[config.mk]
export PLATFORM = sky130hd
export DESIGN_NAME = fp_arith_pipe
export DESIGN_NICKNAME = d
export VERILOG_FILES = /design/src/rtl/fp_arith_pipe.sv
export SDC_FILE = /design/constraint.sdc
export NUM_CORES = 2
export LEC_CHECK = 0
export CORE_MARGIN = 2
export CORE_UTILIZATION = 45
export CTS_BUF_LIST = sky130_fd_sc_hd__clkbuf_2 sky130_fd_sc_hd__clkbuf_4 sky130_fd_sc_hd__clkbuf_8
export CTS_CLUSTER_SIZE = 16
export DETAILED_ROUTE_END_ITERATION = 10
export PLACE_DENSITY = 0.69
export SLEW_MARGIN = 10
export SYNTH_ARGS = -nofsm -noshare
export SYNTH_HDL_FRONTEND = slang
export SYNTH_SLANG_ARGS = --single-unit
[constraint.sdc]
create_clock -name iClock -period 60.4 [get_ports iClock]
set_clock_uncertainty 0.2 [all_clocks]
set_input_delay 15.1 -clock iClock [delete_from_list [all_inputs] [get_ports iClock]]
set_output_delay 15.1 -clock iClock [all_outputs]
set_load 0.05 [all_outputs]
[src/rtl/fp_arith_pipe.sv]
// IEEE-754 single-precision multiplier (5-cycle) and adder/subtractor (7-cycle)
// sharing one clock, enable and synchronous reset. Denormals are treated as
// signed zero on input and flushed to signed zero on output; rounding is
// round-to-nearest, ties-to-even.
module fp_arith_pipe (
  input  logic        iClock,
  input  logic        iReset,
  input  logic        iEnable,
  input  logic [31:0] iMulA,
  input  logic [31:0] iMulB,
  output logic [31:0] oMulResult,
  output logic        oMulNan,
  input  logic        iAddSub,
  input  logic [31:0] iAddA,
  input  logic [31:0] iAddB,
  output logic [31:0] oAddResult
);
  localparam int MULT_LATENCY = 5;
  localparam int ADD_LATENCY  = 7;
  localparam logic [31:0] QNAN = 32'h7FC00000;

  // Rounds a 25-bit {carry,hidden,frac} mantissa result and packs it; handles
  // the post-rounding carry plus overflow to infinity and underflow flush.
  function automatic logic [31:0] f_pack(input logic s, input logic signed [9:0] e_in,
                                         input logic [24:0] m_in, input logic up);
    logic [24:0]       mr;
    logic [22:0]       fr;
    logic signed [9:0] e;
    e  = e_in;
    mr = m_in + {24'd0, up};
    fr = mr[24] ? mr[23:1] : mr[22:0];
    if (mr[24]) e = e + 10'sd1;
    if (e >= 10'sd255)    f_pack = {s, 8'hFF, 23'd0};
    else if (e <= 10'sd0) f_pack = {s, 31'd0};
    else                  f_pack = {s, e[7:0], fr};
  endfunction

  // Returns {nan_flag, product}.
  function automatic logic [32:0] f_mul(input logic [31:0] a, input logic [31:0] b);
    logic              s, za, zb, ia, ib, na, nb, g, st;
    logic [47:0]       p;
    logic [23:0]       m;
    logic signed [9:0] e;
    s  = a[31] ^ b[31];
    za = (a[30:23] == 8'd0);
    zb = (b[30:23] == 8'd0);
    ia = (a[30:23] == 8'hFF) && (a[22:0] == 23'd0);
    ib = (b[30:23] == 8'hFF) && (b[22:0] == 23'd0);
    na = (a[30:23] == 8'hFF) && (a[22:0] != 23'd0);
    nb = (b[30:23] == 8'hFF) && (b[22:0] != 23'd0);
    p  = {24'd0, 1'b1, a[22:0]} * {24'd0, 1'b1, b[22:0]};
    e  = $signed({2'b00, a[30:23]}) + $signed({2'b00, b[30:23]}) - 10'sd127;
    if (p[47]) begin
      m  = p[47:24];
      g  = p[23];
      st = |p[22:0];
      e  = e + 10'sd1;
    end else begin
      m  = p[46:23];
      g  = p[22];
      st = |p[21:0];
    end
    if (na || nb || (za && ib) || (ia && zb)) f_mul = {1'b1, QNAN};
    else if (ia || ib)                        f_mul = {1'b0, s, 8'hFF, 23'd0};
    else if (za || zb)                        f_mul = {1'b0, s, 31'd0};
    else f_mul = {1'b0, f_pack(s, e, {1'b0, m}, g & (st | m[0]))};
  endfunction

  function automatic logic [4:0] f_lzc(input logic [27:0] v);
    logic found;
    f_lzc = 5'd0;
    found = 1'b0;
    for (int i = 27; i >= 0; i--) begin
      if (!found) begin
        if (v[i]) found = 1'b1;
        else      f_lzc = f_lzc + 5'd1;
      end
    end
  endfunction

  // Mantissas are 28 bits: carry, hidden, 23 fraction, guard, round, sticky.
  function automatic logic [31:0] f_add(input logic [31:0] a, input logic [31:0] b_in,
                                        input logic add);
    logic [31:0]       b, bl, bs;
    logic              za, zb, ia, ib, na, nb;
    logic [7:0]        d;
    logic [27:0]       ml, ms, sh, mask, sum, nm;
    logic [4:0]        lz;
    logic signed [9:0] e;
    b  = {b_in[31] ^ ~add, b_in[30:0]};
    za = (a[30:23] == 8'd0);
    zb = (b[30:23] == 8'd0);
    ia = (a[30:23] == 8'hFF) && (a[22:0] == 23'd0);
    ib = (b[30:23] == 8'hFF) && (b[22:0] == 23'd0);
    na = (a[30:23] == 8'hFF) && (a[22:0] != 23'd0);
    nb = (b[30:23] == 8'hFF) && (b[22:0] != 23'd0);
    if (a[30:0] < b[30:0]) begin bl = b; bs = a; end
    else                   begin bl = a; bs = b; end
    d  = bl[30:23] - bs[30:23];
    ml = {2'b01, bl[22:0], 3'b000};
    ms = {2'b01, bs[22:0], 3'b000};
    mask = 28'd0;
    if (d >= 8'd28) begin
      sh = 28'd1;
    end else begin
      mask = (28'd1 << d[4:0]) - 28'd1;
      sh   = (ms >> d[4:0]) | {27'd0, |(ms & mask)};
    end
    sum = (bl[31] == bs[31]) ? ml + sh : ml - sh;
    e   = $signed({2'b00, bl[30:23]});
    lz  = f_lzc(sum);
    if (sum[27]) begin
      nm = {1'b0, sum[27:1]} | {27'd0, sum[0]};
      e  = e + 10'sd1;
    end else begin
      nm = sum << (lz - 5'd1);
      e  = e - $signed({5'd0, lz}) + 10'sd1;
    end
    if (na || nb || (ia && ib && (a[31] != b[31]))) f_add = QNAN;
    else if (ia)            f_add = {a[31], 8'hFF, 23'd0};
    else if (ib)            f_add = {b[31], 8'hFF, 23'd0};
    else if (za && zb)      f_add = {a[31] & b[31], 31'd0};
    else if (za)            f_add = b;
    else if (zb)            f_add = a;
    else if (sum == 28'd0)  f_add = 32'd0;
    else f_add = f_pack(bl[31], e, nm[27:3], nm[2] & ((|nm[1:0]) | nm[3]));
  endfunction

  logic [31:0] r_mul_a, r_mul_b, r_add_a, r_add_b;
  logic        r_add_sub;
  logic [32:0] r_mul_pipe [2:MULT_LATENCY];
  logic [31:0] r_add_pipe [2:ADD_LATENCY];

  // Operand capture, compute stage and delay stages; everything freezes when disabled.
  always_ff @(posedge iClock) begin
    if (iReset) begin
      r_mul_a   <= 32'd0;
      r_mul_b   <= 32'd0;
      r_add_a   <= 32'd0;
      r_add_b   <= 32'd0;
      r_add_sub <= 1'b0;
      for (int i = 2; i <= MULT_LATENCY; i++) r_mul_pipe[i] <= 33'd0;
      for (int i = 2; i <= ADD_LATENCY; i++)  r_add_pipe[i] <= 32'd0;
    end else if (iEnable) begin
      r_mul_a   <= iMulA;
      r_mul_b   <= iMulB;
      r_add_a   <= iAddA;
      r_add_b   <= iAddB;
      r_add_sub <= iAddSub;
      r_mul_pipe[2] <= f_mul(r_mul_a, r_mul_b);
      r_add_pipe[2] <= f_add(r_add_a, r_add_b, r_add_sub);
      for (int i = 3; i <= MULT_LATENCY; i++) r_mul_pipe[i] <= r_mul_pipe[i-1];
      for (int i = 3; i <= ADD_LATENCY; i++)  r_add_pipe[i] <= r_add_pipe[i-1];
    end
  end

  assign oMulResult = r_mul_pipe[MULT_LATENCY][31:0];
  assign oMulNan    = r_mul_pipe[MULT_LATENCY][32];
  assign oAddResult = r_add_pipe[ADD_LATENCY];
endmodule

==> run_summary.xml <==
<?xml version="1.0" encoding="UTF-8"?>
<metrics>
  <group name="status">
    <metric name="outcome" unit="">finished clean</metric>
  </group>
  <group name="die">
    <metric name="placement_rows" unit="">124</metric>
    <metric name="die_width" unit="µm">345</metric>
    <metric name="initial_core_util" unit="%">45.5</metric>
    <metric name="core_area" unit="µm²">115000</metric>
    <metric name="fp.dieArea" unit="µm²">119000</metric>
    <metric name="io_pins" unit="">197</metric>
    <metric name="dieHeight" unit="µm">345</metric>
  </group>
  <group name="synth">
    <metric name="cell_type_with_the_highest_aggregate_area_in_the_netlist" unit="">sky130_fd_sc_hd__edfxtp_1</metric>
    <metric name="synth-edff-count" unit="">324</metric>
    <metric name="synth.most_common_cell" unit="">sky130_fd_sc_hd__inv_1</metric>
    <metric name="ys_async_sr_fraction" unit="%">0</metric>
    <metric name="synth_warnings" unit="">0</metric>
    <metric name="yosysTopAreaCellShare" unit="%">18.6</metric>
    <metric name="synth-seq-cells" unit="">453</metric>
    <metric name="yosysUniqueCellTypes" unit="">110</metric>
    <metric name="synthesis.area_per_instance" unit="µm²">8.82</metric>
    <metric name="syn-cell-area" unit="µm²">52200</metric>
    <metric name="synth.cells.most_frequent" unit="">sky130_fd_sc_hd__inv_1 (714), sky130_fd_sc_hd__nand2_1 (649), sky130_fd_sc_hd__and2_1 (509)</metric>
    <metric name="synth_area_leaders" unit="">sky130_fd_sc_hd__edfxtp_1 (19%), sky130_fd_sc_hd__fa_1 (19%), sky130_fd_sc_hd__ha_1 (7.4%), sky130_fd_sc_hd__and2_1 (6.1%), sky130_fd_sc_hd__inv_1 (5.1%)</metric>
    <metric name="synthesis.instances" unit="">5919</metric>
    <metric name="syn_nets" unit="">6843</metric>
    <metric name="seq_area_frac_synth" unit="%">23.6</metric>
    <metric name="yosys_most_used_dff" unit="">sky130_fd_sc_hd__edfxtp_1</metric>
  </group>
  <group name="worst_setup_path">
    <metric name="timing.critical_path.required" unit="ns">60.61</metric>
    <metric name="critPathArrivalTime" unit="ns">32.15</metric>
    <metric name="cp_common_cell" unit="">sky130_fd_sc_hd__ha_1</metric>
    <metric name="endpoint_kind" unit="">register</metric>
    <metric name="reg2reg_depth" unit="">140</metric>
    <metric name="max_stage_delay" unit="ns">0.88</metric>
    <metric name="crit_cells" unit="">140</metric>
    <metric name="critical_path_class" unit="">reg -&gt; reg</metric>
    <metric name="crit_path_max_fanout" unit="">49</metric>
    <metric name="crit_path_top_delay_cell" unit="">sky130_fd_sc_hd__o41a_1</metric>
    <metric name="worstSetupStartpointType" unit="">register</metric>
    <metric name="number_of_buffers_and_inverters_on_the_critical_path" unit="">11</metric>
    <metric name="path_delay_family" unit="">compound AO/OA/AOI/OAI gates</metric>
  </group>
  <group name="pwr">
    <metric name="ir_drop" unit="mV">0.0555</metric>
    <metric name="power.static_leakage" unit="nW">25.1</metric>
    <metric name="power-per-cell-area" unit="nW/µm²">35.9</metric>
  </group>
  <group name="clocking">
    <metric name="cts_tree" unit="">yes</metric>
    <metric name="ctsResizeCount" unit="">0</metric>
    <metric name="post-cts-setup-buffer-count" unit="">0</metric>
    <metric name="clock_insertion_delay_worst_skew" unit="ns">0.76</metric>
    <metric name="cts_num_sinks" unit="">453</metric>
    <metric name="clock_tree.buffer_depth" unit="">3</metric>
    <metric name="tritoncts.num_buffers" unit="">78</metric>
    <metric name="cts.hold.buffers_added" unit="">0</metric>
    <metric name="ctsHtreeMaxLevel" unit="">3</metric>
    <metric name="cts-root-buf" unit="">sky130_fd_sc_hd__clkbuf_8</metric>
    <metric name="path_clk_slew" unit="ns">0.06</metric>
  </group>
  <group name="global_routing">
    <metric name="grtUsageTotal" unit="%">27.2</metric>
    <metric name="grt_antenna_before_repair" unit="">3</metric>
    <metric name="first_global_vias" unit="">43000</metric>
    <metric name="grt_pass1_wl" unit="µm">251000</metric>
    <metric name="grt.overflow.total" unit="">0</metric>
    <metric name="grt_start_max_net_pins" unit="">169</metric>
  </group>
  <group name="route">
    <metric name="detail_route.drc_violations" unit="">0</metric>
    <metric name="vias_per_cell" unit="">5.80</metric>
    <metric name="wirelength" unit="µm">161000</metric>
    <metric name="drtIter0Drc" unit="">4188</metric>
    <metric name="wl_per_cell" unit="µm">21.5</metric>
    <metric name="drtPass1Iterations" unit="">6</metric>
    <metric name="detailroute.via_count" unit="">43500</metric>
    <metric name="ant_nets" unit="">0</metric>
  </group>
  <group name="job">
    <metric name="maxCapViolCount" unit="">0</metric>
  </group>
  <group name="timing">
    <metric name="worst-slew-pin-transition" unit="ns">1.38</metric>
    <metric name="timing.final.max_slew_violations" unit="">0</metric>
    <metric name="unrepaired_setup_endpoints_after_global_routing" unit="">no</metric>
    <metric name="finalSetupViolCount" unit="">0</metric>
    <metric name="finalCritPeriodShare" unit="%">52.9</metric>
    <metric name="maxClockFrequency" unit="MHz">31.3</metric>
    <metric name="setup_total_negative_slack" unit="ns">0</metric>
    <metric name="report.final.hold_viol_count" unit="">0</metric>
    <metric name="max_slew_headroom" unit="%">7.22</metric>
    <metric name="shortest_clock_period_the_worst_path_allows_after_layout" unit="ns">31.94</metric>
  </group>
  <group name="placed_design">
    <metric name="place.port_buffers" unit="">196</metric>
    <metric name="place_congestion" unit="">1.06</metric>
    <metric name="estimated_wirelength_of_the_detail_placed_design" unit="µm">124000</metric>
  </group>
  <group name="layout">
    <metric name="drive_above_1_share" unit="%">6.07</metric>
    <metric name="final_cell_utilization_of_the_core" unit="%">49.7</metric>
    <metric name="syn2layout_area_growth" unit="%">9.07</metric>
    <metric name="nNetsFinal" unit="">6836</metric>
  </group>
  <group name="worst_hold_path">
    <metric name="min-delay-path-class" unit="">reg -&gt; reg</metric>
    <metric name="hold-path-cell-count" unit="">1</metric>
  </group>
</metrics>
==> final cells by class <==
cell class,count,area (µm²)
fill,10700,57700
multi-input combinational,4365,35600
sequential,453,12300
timing repair buffer,298,2740
inverter,716,2690
tap,1512,1890
clock buffer,102,1280
clock inverter,42,454
antenna,3,7.51
==> sequential cells by signal (all words and copies together) (netlist names) <==
register,flops
r_add_a,32
r_add_b,32
r_add_pipe,192
r_add_sub,1
r_mul_a,32
r_mul_b,32
r_mul_pipe,132
==> layer usage <==
metal  vias up  part of all wire (%)  track usage (%)  wire length, µm
met4         2                   5.0             12.0             8020
met2      1967                    45             43.4            73200
met5         -                0.0050                0                8
met1     21300                    41             36.4            66900
met3       370                   8.2             4.59            13300
li1      19800                     -                -                -
==> path summary, 6_finish.rpt <==
check | slack [ns] | from | to
hold reg to reg | 0.29 | r_add_pipe[0][198] | r_add_pipe[0][230]
hold / removal | 0.29 | r_add_pipe[0][198] | r_add_pipe[0][230]
setup reg to reg | 28.46 | r_add_b[18] | r_add_pipe[0][90]
setup / recovery | 28.46 | r_add_b[18] | r_add_pipe[0][90]
==> cells in the final DEF, fill, tap and decap left out, drive strengths merged, types with 22 or more instances in the layout <==
cell	instances
inv	722
nand2	649
and2	512
fa	485
nor2	419
edfxtp	324
ha	307
a21oi	303
mux2i	244
o21ai	219
clkdlybuf4s50	194
dfxtp	129
xnor2	127
nand3	113
buf	103
clkbuf	103
nor3	102
xor2	58
nand4	57
nor4	57
a21o	47
o21bai	43
o211ai	37
and3	37
a31oi	37
or3	35
a211oi	34
nand2b	29
mux2	29
clkinv	28
o31ai	26
o21a	22
==> report_power, final <==
part           total, W  internal (W)  switching (W)  leakage [nW]
registers      0.000372      0.000360      0.0000125          4.66
logic           0.00136      0.000485       0.000876          19.5
clock network  0.000310      0.000173       0.000138         0.913
==> through the flow <==
step	hold WS [ns]	total power, W	worst slack, ns	cell area, µm²	cells
2_1_floorplan	0.278	0.00133	32.54	52200	5919
3_3_place_gp	0.296	0.00170	29.89	55200	7344
3_5_place_dp	0.301	0.00170	29.26	55200	7344
4_1_cts	0.276	0.00202	29.13	56900	7488
5_1_grt	0.300	0.00218	26.36	57000	7489
6_report	0.287	0.00204	28.46	57000	7491
==> cell families (layout without fill, tap and decap cells) <==
family / count (synthesis) / after routing / share of synthesized area (%)
multiplexers: 293 / 293 / 6.17
AO/OA/AOI/OAI: 964 / 964 / 11.9
buffers and inverters: 1101 / 1158 / 8.44
adder cells (fa/ha/maj): 795 / 795 / 26.0
AND/OR/NAND/NOR: 2114 / 2114 / 20.2
flip-flops: 453 / 453 / 23.6
other: 0 / 3 / 0
XOR/XNOR: 199 / 199 / 3.74
Power figures use the tool's default switching activity.
